File: src/rtl/lsu_mem_port_pkg.sv
// Shared definitions for the LSU memory port: funct3 size codes, FSM states
// and the alignment predicate used by the optional misalignment trap.
package lsu_mem_port_pkg;

    localparam logic [2:0] LSU_B  = 3'b000;
    localparam logic [2:0] LSU_H  = 3'b001;
    localparam logic [2:0] LSU_W  = 3'b010;
    localparam logic [2:0] LSU_BU = 3'b100;
    localparam logic [2:0] LSU_HU = 3'b101;

    typedef enum logic [1:0] {
        LSU_IDLE = 2'd0,
        LSU_REQ  = 2'd1,
        LSU_WAIT = 2'd2,
        LSU_DONE = 2'd3
    } lsu_state_e;

    // Unsupported funct3 codes behave as word accesses.
    function automatic logic lsu_misaligned(input logic [2:0] f3, input logic [1:0] lo);
        case (f3)
            LSU_B, LSU_BU: return 1'b0;
            LSU_H, LSU_HU: return lo[0];
            default:       return lo != 2'b00;
        endcase
    endfunction

endpackage

File: src/rtl/lsu_mem_port_if.sv
// req/gnt/rvalid data-memory bus between the LSU (master) and data_mem (slave).
interface lsu_mem_port_if #(
    parameter int ADDR_W = 32
);
    logic              mem_req;
    logic              mem_we;
    logic [ADDR_W-1:0] mem_addr;
    logic [3:0]        mem_be;
    logic [31:0]       mem_wdata;
    logic              mem_gnt;
    logic              mem_rvalid;
    logic [31:0]       mem_rdata;

    modport master (
        output mem_req, mem_we, mem_addr, mem_be, mem_wdata,
        input  mem_gnt, mem_rvalid, mem_rdata
    );

    modport slave (
        input  mem_req, mem_we, mem_addr, mem_be, mem_wdata,
        output mem_gnt, mem_rvalid, mem_rdata
    );
endinterface

File: src/rtl/lsu_mem_port_align.sv
// Combinational lane logic: byte enables, store-data replication and
// load-lane extraction with sign/zero extension.
module lsu_mem_port_align
    import lsu_mem_port_pkg::*;
(
    input  logic [2:0]  funct3_i,
    input  logic [1:0]  addr_lo_i,
    input  logic [31:0] wdata_i,
    input  logic [31:0] rdata_i,
    output logic [3:0]  be_o,
    output logic [31:0] wdata_o,
    output logic [31:0] rdata_o
);
    logic [7:0]  lane [4];
    logic [7:0]  byte_sel;
    logic [15:0] half_sel;

    genvar gi;
    generate
        for (gi = 0; gi < 4; gi++) begin : g_lane
            assign lane[gi] = rdata_i[8*gi +: 8];
        end
    endgenerate

    assign byte_sel = lane[addr_lo_i];
    assign half_sel = addr_lo_i[1] ? rdata_i[31:16] : rdata_i[15:0];

    always_comb begin
        be_o    = 4'b1111;
        wdata_o = wdata_i;
        rdata_o = rdata_i;
        case (funct3_i)
            LSU_B, LSU_BU: begin
                be_o    = 4'b0001 << addr_lo_i;
                wdata_o = {4{wdata_i[7:0]}};
                rdata_o = (funct3_i == LSU_B) ? {{24{byte_sel[7]}}, byte_sel}
                                              : {24'b0, byte_sel};
            end
            LSU_H, LSU_HU: begin
                be_o    = 4'b0011 << {addr_lo_i[1], 1'b0};
                wdata_o = {2{wdata_i[15:0]}};
                rdata_o = (funct3_i == LSU_H) ? {{16{half_sel[15]}}, half_sel}
                                              : {16'b0, half_sel};
            end
            default: ;
        endcase
    end
endmodule

File: src/rtl/lsu_mem_port.sv
// Load/store memory port: turns decoder lw/sw strobes into one req/gnt/rvalid
// access, stalls the core meanwhile. Build option: LSU_MISALIGN_TRAP_EN.
module lsu_mem_port
    import lsu_mem_port_pkg::*;
#(
    parameter int TIMEOUT_CYC = 255,
    parameter int ADDR_W      = 32
) (
    input  logic              clk,
    input  logic              rst_n,
    input  logic              lw_en,
    input  logic              sw_en,
    input  logic [2:0]        funct3,
    input  logic [ADDR_W-1:0] addr,
    input  logic [31:0]       wdata,
    output logic              stall,
    output logic              done,
    output logic [31:0]       rdata,
    output logic              bus_err,
    lsu_mem_port_if.master    mem
);
    localparam logic [7:0] TIMEOUT_LIM = 8'(TIMEOUT_CYC);

    lsu_state_e        state_q, state_d;
    logic [ADDR_W-1:0] addr_q;
    logic [2:0]        funct3_q;
    logic [31:0]       wdata_q;
    logic              we_q;
    logic [7:0]        cnt_q, cnt_d;
    logic [31:0]       rdata_q, rdata_d;
    logic              err_q, err_d;

    logic              start;
    logic              misaligned;
    logic [3:0]        be;
    logic [31:0]       wdata_rep;
    logic [31:0]       load_ext;

    assign start = lw_en | sw_en;
`ifdef LSU_MISALIGN_TRAP_EN
    assign misaligned = lsu_misaligned(funct3, addr[1:0]);
`else
    assign misaligned = 1'b0;
`endif

    lsu_mem_port_align u_align (
        .funct3_i  (funct3_q),
        .addr_lo_i (addr_q[1:0]),
        .wdata_i   (wdata_q),
        .rdata_i   (mem.mem_rdata),
        .be_o      (be),
        .wdata_o   (wdata_rep),
        .rdata_o   (load_ext)
    );

    always_comb begin
        state_d       = state_q;
        cnt_d         = cnt_q;
        rdata_d       = rdata_q;
        err_d         = err_q;
        stall         = 1'b0;
        done          = 1'b0;
        bus_err       = 1'b0;
        mem.mem_req   = 1'b0;
        mem.mem_we    = 1'b0;
        mem.mem_addr  = '0;
        mem.mem_be    = 4'b0000;
        mem.mem_wdata = 32'h0;
        case (state_q)
            LSU_IDLE: begin
                if (start) begin
                    stall = 1'b1;
                    if (misaligned) begin
                        state_d = LSU_DONE;
                        err_d   = 1'b1;
                        rdata_d = 32'h0;
                    end else begin
                        state_d = LSU_REQ;
                        cnt_d   = 8'd0;
                    end
                end
            end
            LSU_REQ: begin
                stall         = 1'b1;
                mem.mem_req   = 1'b1;
                mem.mem_we    = we_q;
                mem.mem_addr  = {addr_q[ADDR_W-1:2], 2'b00};
                mem.mem_be    = be;
                mem.mem_wdata = wdata_rep;
                cnt_d         = cnt_q + 8'd1;
                // A response beats the timeout; the timeout beats a late grant.
                if (mem.mem_gnt && mem.mem_rvalid) begin
                    state_d = LSU_DONE;
                    err_d   = 1'b0;
                    rdata_d = we_q ? 32'h0 : load_ext;
                end else if (cnt_d == TIMEOUT_LIM) begin
                    state_d = LSU_DONE;
                    err_d   = 1'b1;
                    rdata_d = 32'h0;
                end else if (mem.mem_gnt) begin
                    state_d = LSU_WAIT;
                end
            end
            LSU_WAIT: begin
                stall = 1'b1;
                cnt_d = cnt_q + 8'd1;
                if (mem.mem_rvalid) begin
                    state_d = LSU_DONE;
                    err_d   = 1'b0;
                    rdata_d = we_q ? 32'h0 : load_ext;
                end else if (cnt_d == TIMEOUT_LIM) begin
                    state_d = LSU_DONE;
                    err_d   = 1'b1;
                    rdata_d = 32'h0;
                end
            end
            LSU_DONE: begin
                done    = 1'b1;
                bus_err = err_q;
                state_d = LSU_IDLE;
            end
            default: state_d = LSU_IDLE;
        endcase
    end

    assign rdata = rdata_q;

    always_ff @(posedge clk) begin
        if (!rst_n) begin
            state_q  <= LSU_IDLE;
            addr_q   <= '0;
            funct3_q <= 3'b000;
            wdata_q  <= 32'h0;
            we_q     <= 1'b0;
            cnt_q    <= 8'd0;
            rdata_q  <= 32'h0;
            err_q    <= 1'b0;
        end else begin
            state_q <= state_d;
            cnt_q   <= cnt_d;
            rdata_q <= rdata_d;
            err_q   <= err_d;
            if (state_q == LSU_IDLE && start) begin
                addr_q   <= addr;
                funct3_q <= funct3;
                wdata_q  <= wdata;
                we_q     <= sw_en & ~lw_en;
            end
        end
    end
endmodule

File: src/flat_wrapper.sv
// flat-port wrapper written by rule: the top's interface ports become plain ports
module lsu_mem_port_flat import lsu_mem_port_pkg::*;
#(
    parameter int TIMEOUT_CYC = 255,
    parameter int ADDR_W      = 32
)
  (clk, rst_n, lw_en, sw_en, funct3, addr, wdata, stall, done, rdata, bus_err, mem_mem_req, mem_mem_we, mem_mem_addr, mem_mem_be, mem_mem_wdata, mem_mem_gnt, mem_mem_rvalid, mem_mem_rdata);
  lsu_mem_port_if #(.ADDR_W(ADDR_W)) mem_i ();
  input  logic clk;
  input  logic rst_n;
  input  logic lw_en;
  input  logic sw_en;
  input  logic [2:0] funct3;
  input  logic [ADDR_W-1:0] addr;
  input  logic [31:0] wdata;
  output logic stall;
  output logic done;
  output logic [31:0] rdata;
  output logic bus_err;
  output wire logic [$bits(mem_i.mem_req)-1:0] mem_mem_req;
  output wire logic [$bits(mem_i.mem_we)-1:0] mem_mem_we;
  output wire logic [$bits(mem_i.mem_addr)-1:0] mem_mem_addr;
  output wire logic [$bits(mem_i.mem_be)-1:0] mem_mem_be;
  output wire logic [$bits(mem_i.mem_wdata)-1:0] mem_mem_wdata;
  input wire logic [$bits(mem_i.mem_gnt)-1:0] mem_mem_gnt;
  input wire logic [$bits(mem_i.mem_rvalid)-1:0] mem_mem_rvalid;
  input wire logic [$bits(mem_i.mem_rdata)-1:0] mem_mem_rdata;
  assign mem_mem_req = mem_i.mem_req;
  assign mem_mem_we = mem_i.mem_we;
  assign mem_mem_addr = mem_i.mem_addr;
  assign mem_mem_be = mem_i.mem_be;
  assign mem_mem_wdata = mem_i.mem_wdata;
  assign mem_i.mem_gnt = mem_mem_gnt;
  assign mem_i.mem_rvalid = mem_mem_rvalid;
  assign mem_i.mem_rdata = mem_mem_rdata;
  lsu_mem_port #(.TIMEOUT_CYC(TIMEOUT_CYC), .ADDR_W(ADDR_W)) u_core (.clk(clk), .rst_n(rst_n), .lw_en(lw_en), .sw_en(sw_en), .funct3(funct3), .addr(addr), .wdata(wdata), .stall(stall), .done(done), .rdata(rdata), .bus_err(bus_err), .mem(mem_i));
endmodule
File: config.mk
export PLATFORM = sky130hd
export DESIGN_NAME = lsu_mem_port_flat
export DESIGN_NICKNAME = d
export VERILOG_FILES = /design/src/rtl/lsu_mem_port_pkg.sv /design/src/rtl/lsu_mem_port_if.sv /design/src/rtl/lsu_mem_port_align.sv /design/src/rtl/lsu_mem_port.sv /design/src/flat_wrapper.sv
export SDC_FILE = /design/constraint.sdc
export NUM_CORES = 1
export LEC_CHECK = 0
export ABC_AREA = 1
export ABC_CLOCK_PERIOD_IN_PS = 4700
export CAP_MARGIN = 25
export CORE_ASPECT_RATIO = 1.5
export CORE_MARGIN = 2
export CORE_UTILIZATION = 37
export CTS_CLUSTER_DIAMETER = 30
export DETAILED_ROUTE_END_ITERATION = 7
export GPL_ROUTABILITY_DRIVEN = 0
export PLACE_DENSITY = 0.7
export SYNTH_ARGS = -nofsm -noshare
export SYNTH_HDL_FRONTEND = slang
export SYNTH_SLANG_ARGS = --single-unit
File: constraint.sdc
create_clock -name clk -period 4.7 [get_ports clk]
set_input_delay 0.94 -clock clk [delete_from_list [all_inputs] [get_ports clk]]
set_output_delay 0.94 -clock clk [all_outputs]
set_load 0.01 [all_outputs]
---- Word level (Yosys, flattened, before mapping) ----
Cells that the tools add are included.
storage, ports and cells
  output and inout bits ................... 105
  logic and storage cells ................. 73
  input bits .............................. 105
  register bits ........................... 111
cells by class
  order comparisons ....................... 1
  add/subtract/negate cells ............... 1
  reductions and logical operators ........ 11
  bitwise operators ....................... 4
  shifts and indexed selects .............. 2
  muxes and demuxes ....................... 36
  eq/ne operators ......................... 10
operator list
  operator               count
  $mux W32               8
  $pmux W32 S2           3
  $mux W8                3
  $bmux W8 S2            1
  $mux W16               1
  $pmux W8 S2            1
  $mux W2                6
  $add A8 B1 Y8 const B  1
  $eq A8 B8 Y1 const B   1
  $mux W1                8
  $pmux W2 S4            1
  $pmux W4 S2            1
  $eq A3 B3 Y1 const B   2
  $reduce_or A2 Y1       3
  $eq A2 B2 Y1 const B   2
  $mux W4                1
  $ne A4 B2 Y1 const B   1
  $pmux W1 S2            2
  $reduce_bool A2 Y1     2
  $shl A1 B2 Y4 const A  1
  $shl A2 B2 Y4 const A  1
  $eq A3 B1 Y1 const B   1
  $ge A3 B3 Y1 const B   1
  $logic_not A3 Y1       1
  other kinds (11)       12

---- Longest topological paths before layout ----
  word-level depth ........................ 9
  gate-level depth with buffers ........... 13
  depth with buffers taken out ............ 13

---- Modules after synthesis ----
A second synthesis with hierarchy kept.
second synthesis, totals
  cell total of the unflattened synthesis .. 1,192
  area, all modules ....................... 7,154.4 um2
by module, submodules not included
  module              seq. area each (um2)  instances  area each (um2)  cells an instance
  lsu_mem_port        2,222.1               1          6,064.6          957
  lsu_mem_port_align  0.0                   1          1,089.8          235

---- Least setup slack after synthesis ----
Ideal clock, no wire load.
  kind .................................... input to output
  start point ............................. input port sw_en
  end point ............................... output port stall
  arrival time ............................ 1.752 ns
  required time ........................... 3.760 ns
  cell stages on the path ................. 5
  setup slack ............................. 2.008 ns
  path buffers ............................ 1
  path through ............................ o21ai_1 -> clkbuf_1 -> nand2_1 -> nand2_1 -> inv_1
between the ends
  cells in the longest elaborated chain, start to end .. 3
RTL lines
  element             line                source
  start: declaration  flat_wrapper.sv:12  input logic sw_en;
  $or A1 B1 Y1        lsu_mem_port.sv:39  assign start = lw_en | sw_en;
  $mux W1             lsu_mem_port.sv:71  if (start) begin
  $pmux W1 S2         lsu_mem_port.sv:69  case (state_q)
  end: declaration    flat_wrapper.sv:16  output logic stall;
Every way passes these cells.

---- Worst setup path in the final report ----
  start point ............................. register u_core.state_q[1]
  end point ............................... output port mem_mem_wdata[25]
between the ends
  cells in the longest elaborated chain, start to end .. 2
RTL lines
  element                   line                 source
  start: declaration        lsu_mem_port.sv:24   lsu_state_e state_q, state_d;
  start signal: assignment  lsu_mem_port.sv:139  state_q <= state_d;
  $eq A2 B1 Y1              lsu_mem_port.sv:69
  $mux W32                  lsu_mem_port.sv:69
  end: declaration          flat_wrapper.sv:24   output wire logic [$bits(mem_i.mem_wdata)-1:0] mem_mem_wdata;
Every way passes these cells.

==> insert_results.sql <==
INSERT INTO impl_metrics (metric_group, metric, value, unit) VALUES
('logic_synthesis', 'proportion_of_netlist_area_held_by_the_largest_area_contributor', '0.369', ''),
('timing', 'report.final.setup_viol', '0', ''),
('finish', 'postLayoutCoreUtil', '0.530', ''),
('setup_path', 'worstSetupEndpointType', 'output port', ''),
('die', 'design.core.area', '0.0160', 'sq mm'),
('power_and_ir_drop', 'p_clk_frac', '0.158', ''),
('logic_synthesis', 'syn_area', '0.00603', 'sq mm'),
('timing', 'min_setup_slack_post_route', '1.03', 'ns'),
('timing', 'post-route-period-util', '0.781', ''),
('cts', 'clkTransAtPathRegs', '0.08', 'ns'),
('timing', 'fmaxAchievable', '273', 'MHz'),
('cts', 'cts_buffer_depth', '2', ''),
('setup_path', 'rr_startpoint', 'u_core.state_q[0]$_SDFFE_PN0P_', ''),
('finish', 'layoutNonFillerInstCount', '1310', ''),
('route', 'dr.pass1.iters', '5', ''),
('outcome', 'outcome', 'completed', ''),
('finish', 'sequential_cell_area', '0.00222', 'sq mm'),
('cts', 'cts_made_buffers', '9', ''),
('logic_synthesis', 'synth.top_cells.by_area', 'sky130_fd_sc_hd__dfxtp_1, sky130_fd_sc_hd__nand2_1, sky130_fd_sc_hd__a21oi_1', ''),
('finish', 'multi_input_comb_area', '0.00301', 'sq mm'),
('setup_path', 'worst-setup-path-type', 'flip-flop to output port', ''),
('worst_hold_path', 'timing.hold.worst.class', 'flip-flop to flip-flop', ''),
('placed_design', 'preCtsSetupSlack', '1.32', 'ns'),
('logic_synthesis', 'synth-seq-cells', '111', ''),
('global_routing', 'grt_antenna_before_repair', '2', ''),
('global_routing', 'overflow', '0', ''),
('timing', 'worst-slew-pin-transition', '0.712', 'ns'),
('setup_path', 'ff2ff_setup_slack', '1.98', 'ns'),
('timing', 'normalized_max_slew_margin', '0.526', ''),
('setup_path', 'cpLargestDelayFamily', 'buffers and inverters', ''),
('global_routing', 'global_route_wire_length_before_repair', '30.1', 'mm'),
('route', 'post_drt_via_cell_ratio', '4.99', ''),
('logic_synthesis', 'synthArstFlopShare', '0', ''),
('logic_synthesis', 'edff_count_synth', '0', ''),
('timing', 'hold-worst-slack', '0.448', 'ns'),
('setup_path', 'cp.depth', '5', ''),
('setup_path', 'chain_of_cells_forming_the_critical_path', 'inv_1 > ha_2 > o21ai_0 > a221oi_1 > clkdlybuf4s50_1', ''),
('die', 'die_area', '0.0173', 'sq mm'),
('logic_synthesis', 'yosysWarningCount', '0', ''),
('placed_design', 'dp.cells', '1291', ''),
('logic_synthesis', 'synth_cell_types', '37', ''),
('power_and_ir_drop', 'seq_power_share', '0.292', ''),
('setup_path', 'cp.required', '3.76', 'ns'),
('route', 'avgRoutedWirePerCell', '14.6', 'um'),
('setup_path', 'critical_path.startpoint_type', 'flip-flop', ''),
('cts', 'post_cts_resized', '0', ''),
('cts', 'hold_buf_cts', '0', ''),
('setup_path', 'timing.rr.end', 'u_core.rdata[3]$_SDFFE_PN0P_', ''),
('logic_synthesis', 'proportion_of_synthesized_chip_area_in_sequential_cells', '0.369', ''),
('power_and_ir_drop', 'power_density', '581', 'mW/mm^2'),
('cts', 'worstSkewPairLatency', '0.36', 'ns'),
('timing', 'setup_repair_after_global_routing_missed_its_margin', 'no', ''),
('global_routing', 'grtUsageTotal', '0.216', ''),
('die', 'top_level_ports', '210', ''),
('setup_path', 'timing.critical_path.arrival', '2.73', 'ns'),
('logic_synthesis', 'post_synth_inst_count', '927', ''),
('route', 'first_drt_iteration_drcs', '284', ''),
('cts', 'cts_root_buf', 'sky130_fd_sc_hd__clkbuf_16', ''),
('power_and_ir_drop', 'leakage', '3.67', 'nW'),
('timing', 'skew', '0.00830', 'ns'),
('finish', 'layout.filler_cells', '1646', ''),
('finish', 'commonest_non_fill_non_tap_cell_in_the_layout', 'sky130_fd_sc_hd__nand2_1', ''),
('global_routing', 'grt_max_degree', '124', ''),
('placed_design', 'place_hpwl', '13.7', 'mm'),
('logic_synthesis', 'synthDominantAreaCellType', 'sky130_fd_sc_hd__dfxtp_1', ''),
('cts', 'cts_tree', 'yes', ''),
('setup_path', 'worst_path_buffer_plus_inverter_count', '2', ''),
('setup_path', 'timing.critical_path.from', 'u_core.state_q[1]$_SDFFE_PN0P_', ''),
('route', 'total_number_of_vias', '6539', ''),
('setup_path', 'cp_slowest_stage_delay', '0.66', 'ns'),
('power_and_ir_drop', 'p_comb_frac', '0.550', '');
-- tightest hold or removal path, delay by kind of cell, from the launching register on --
kind            cells  cell delay (ns)
flops               1             0.31
buf+inv             1             0.05
compound gates      1             0.05
-- layout make-up --
class	instances	area share
multi-input combinational	613	0.354
sequential	111	0.261
tap	206	0.0303
clock buffer	9	0.0265
clock inverter	7	0.00868
inverter	145	0.0640
antenna	2	0.000589
timing repair buffer	217	0.254
-- cell families after synthesis --
| kind of cell | after synthesis | synth area share |
|---|---|---|
| AO/OA/AOI/OAI | 290 | 0.264 |
| adder cells (fa/ha/maj) | 7 | 0.0145 |
| buffers and inverters | 204 | 0.135 |
| AND/OR/NAND/NOR | 314 | 0.218 |
| flip-flops | 111 | 0.369 |
| other | 1 | 0.000622 |
-- worst min path at each step --
stage | cells past startpoint | startpoint | endpoint
2_1_floorplan | 2 | u_core.addr_q[10]$_SDFFE_PN0P_ | u_core.addr_q[10]$_SDFFE_PN0P_
3_3_place_gp | 2 | u_core.addr_q[22]$_SDFFE_PN0P_ | u_core.addr_q[22]$_SDFFE_PN0P_
3_5_place_dp | 2 | u_core.addr_q[31]$_SDFFE_PN0P_ | u_core.addr_q[31]$_SDFFE_PN0P_
4_1_cts | 2 | u_core.addr_q[31]$_SDFFE_PN0P_ | u_core.addr_q[31]$_SDFFE_PN0P_
5_1_grt | 2 | u_core.addr_q[21]$_SDFFE_PN0P_ | u_core.addr_q[21]$_SDFFE_PN0P_
6_report | 2 | u_core.addr_q[21]$_SDFFE_PN0P_ | u_core.addr_q[21]$_SDFFE_PN0P_
-- synth_stat cells, types with 2 or more instances --
| master | instances |
|---|---|
| sky130_fd_sc_hd__o22ai_1 | 6 |
| sky130_fd_sc_hd__o21ai_0 | 99 |
| sky130_fd_sc_hd__buf_2 | 9 |
| sky130_fd_sc_hd__a21oi_1 | 141 |
| sky130_fd_sc_hd__a221oi_1 | 7 |
| sky130_fd_sc_hd__a22oi_1 | 5 |
| sky130_fd_sc_hd__o21bai_1 | 2 |
| sky130_fd_sc_hd__ha_1 | 7 |
| sky130_fd_sc_hd__dfxtp_1 | 111 |
| sky130_fd_sc_hd__buf_6 | 3 |
| sky130_fd_sc_hd__a211oi_1 | 3 |
| sky130_fd_sc_hd__nand2_1 | 229 |
| sky130_fd_sc_hd__o21ai_2 | 2 |
| sky130_fd_sc_hd__buf_1 | 2 |
| sky130_fd_sc_hd__inv_2 | 5 |
| sky130_fd_sc_hd__o211ai_1 | 18 |
| sky130_fd_sc_hd__nor2_1 | 34 |
| sky130_fd_sc_hd__inv_1 | 137 |
| sky130_fd_sc_hd__nand3_4 | 2 |
| sky130_fd_sc_hd__nor2_2 | 6 |
| sky130_fd_sc_hd__buf_4 | 3 |
| sky130_fd_sc_hd__clkbuf_1 | 42 |
| sky130_fd_sc_hd__o21ai_1 | 3 |
| sky130_fd_sc_hd__clkinv_1 | 3 |
| sky130_fd_sc_hd__nand3_2 | 2 |
| sky130_fd_sc_hd__nand3_1 | 35 |
-- power groups by stage --
| stage | Combinational (W) | Sequential (W) | Clock [W] |
|---|---|---|---|
| 2_1_floorplan | 0.00170 | 0.00145 | 0 |
| 3_3_place_gp | 0.00265 | 0.00145 | 0 |
| 3_5_place_dp | 0.00268 | 0.00146 | 0 |
| 4_1_cts | 0.00269 | 0.00144 | 0.000800 |
| 5_1_grt | 0.00303 | 0.00148 | 0.000829 |
| 6_report | 0.00272 | 0.00144 | 0.000779 |
-- through the flow --
step / power, W / cell area, sq um
floorplan: 0.00315 / 6030
global placement: 0.00410 / 8170
detailed placement: 0.00414 / 8170
CTS: 0.00493 / 8470
global route: 0.00534 / 8500
finish: 0.00494 / 8500
-- flip-flops by register name, indices dropped and copies added, names as in the netlist --
name,cells
u_core.funct3_q,3
u_core.err_q,1
u_core.wdata_q,32
u_core.cnt_q,8
u_core.addr_q,32
u_core.rdata,32
u_core.state_q,2
u_core.we_q,1
-- per-layer routing --
layer,up-vias,track usage,share of wire
met5,-,0,0
met4,0,0.0944,0.036
met3,41,0.0442,0.068
met2,241,0.376,0.51
met1,2936,0.254,0.39
li1,3321,-,-
Power figures use the tool's default switching activity.
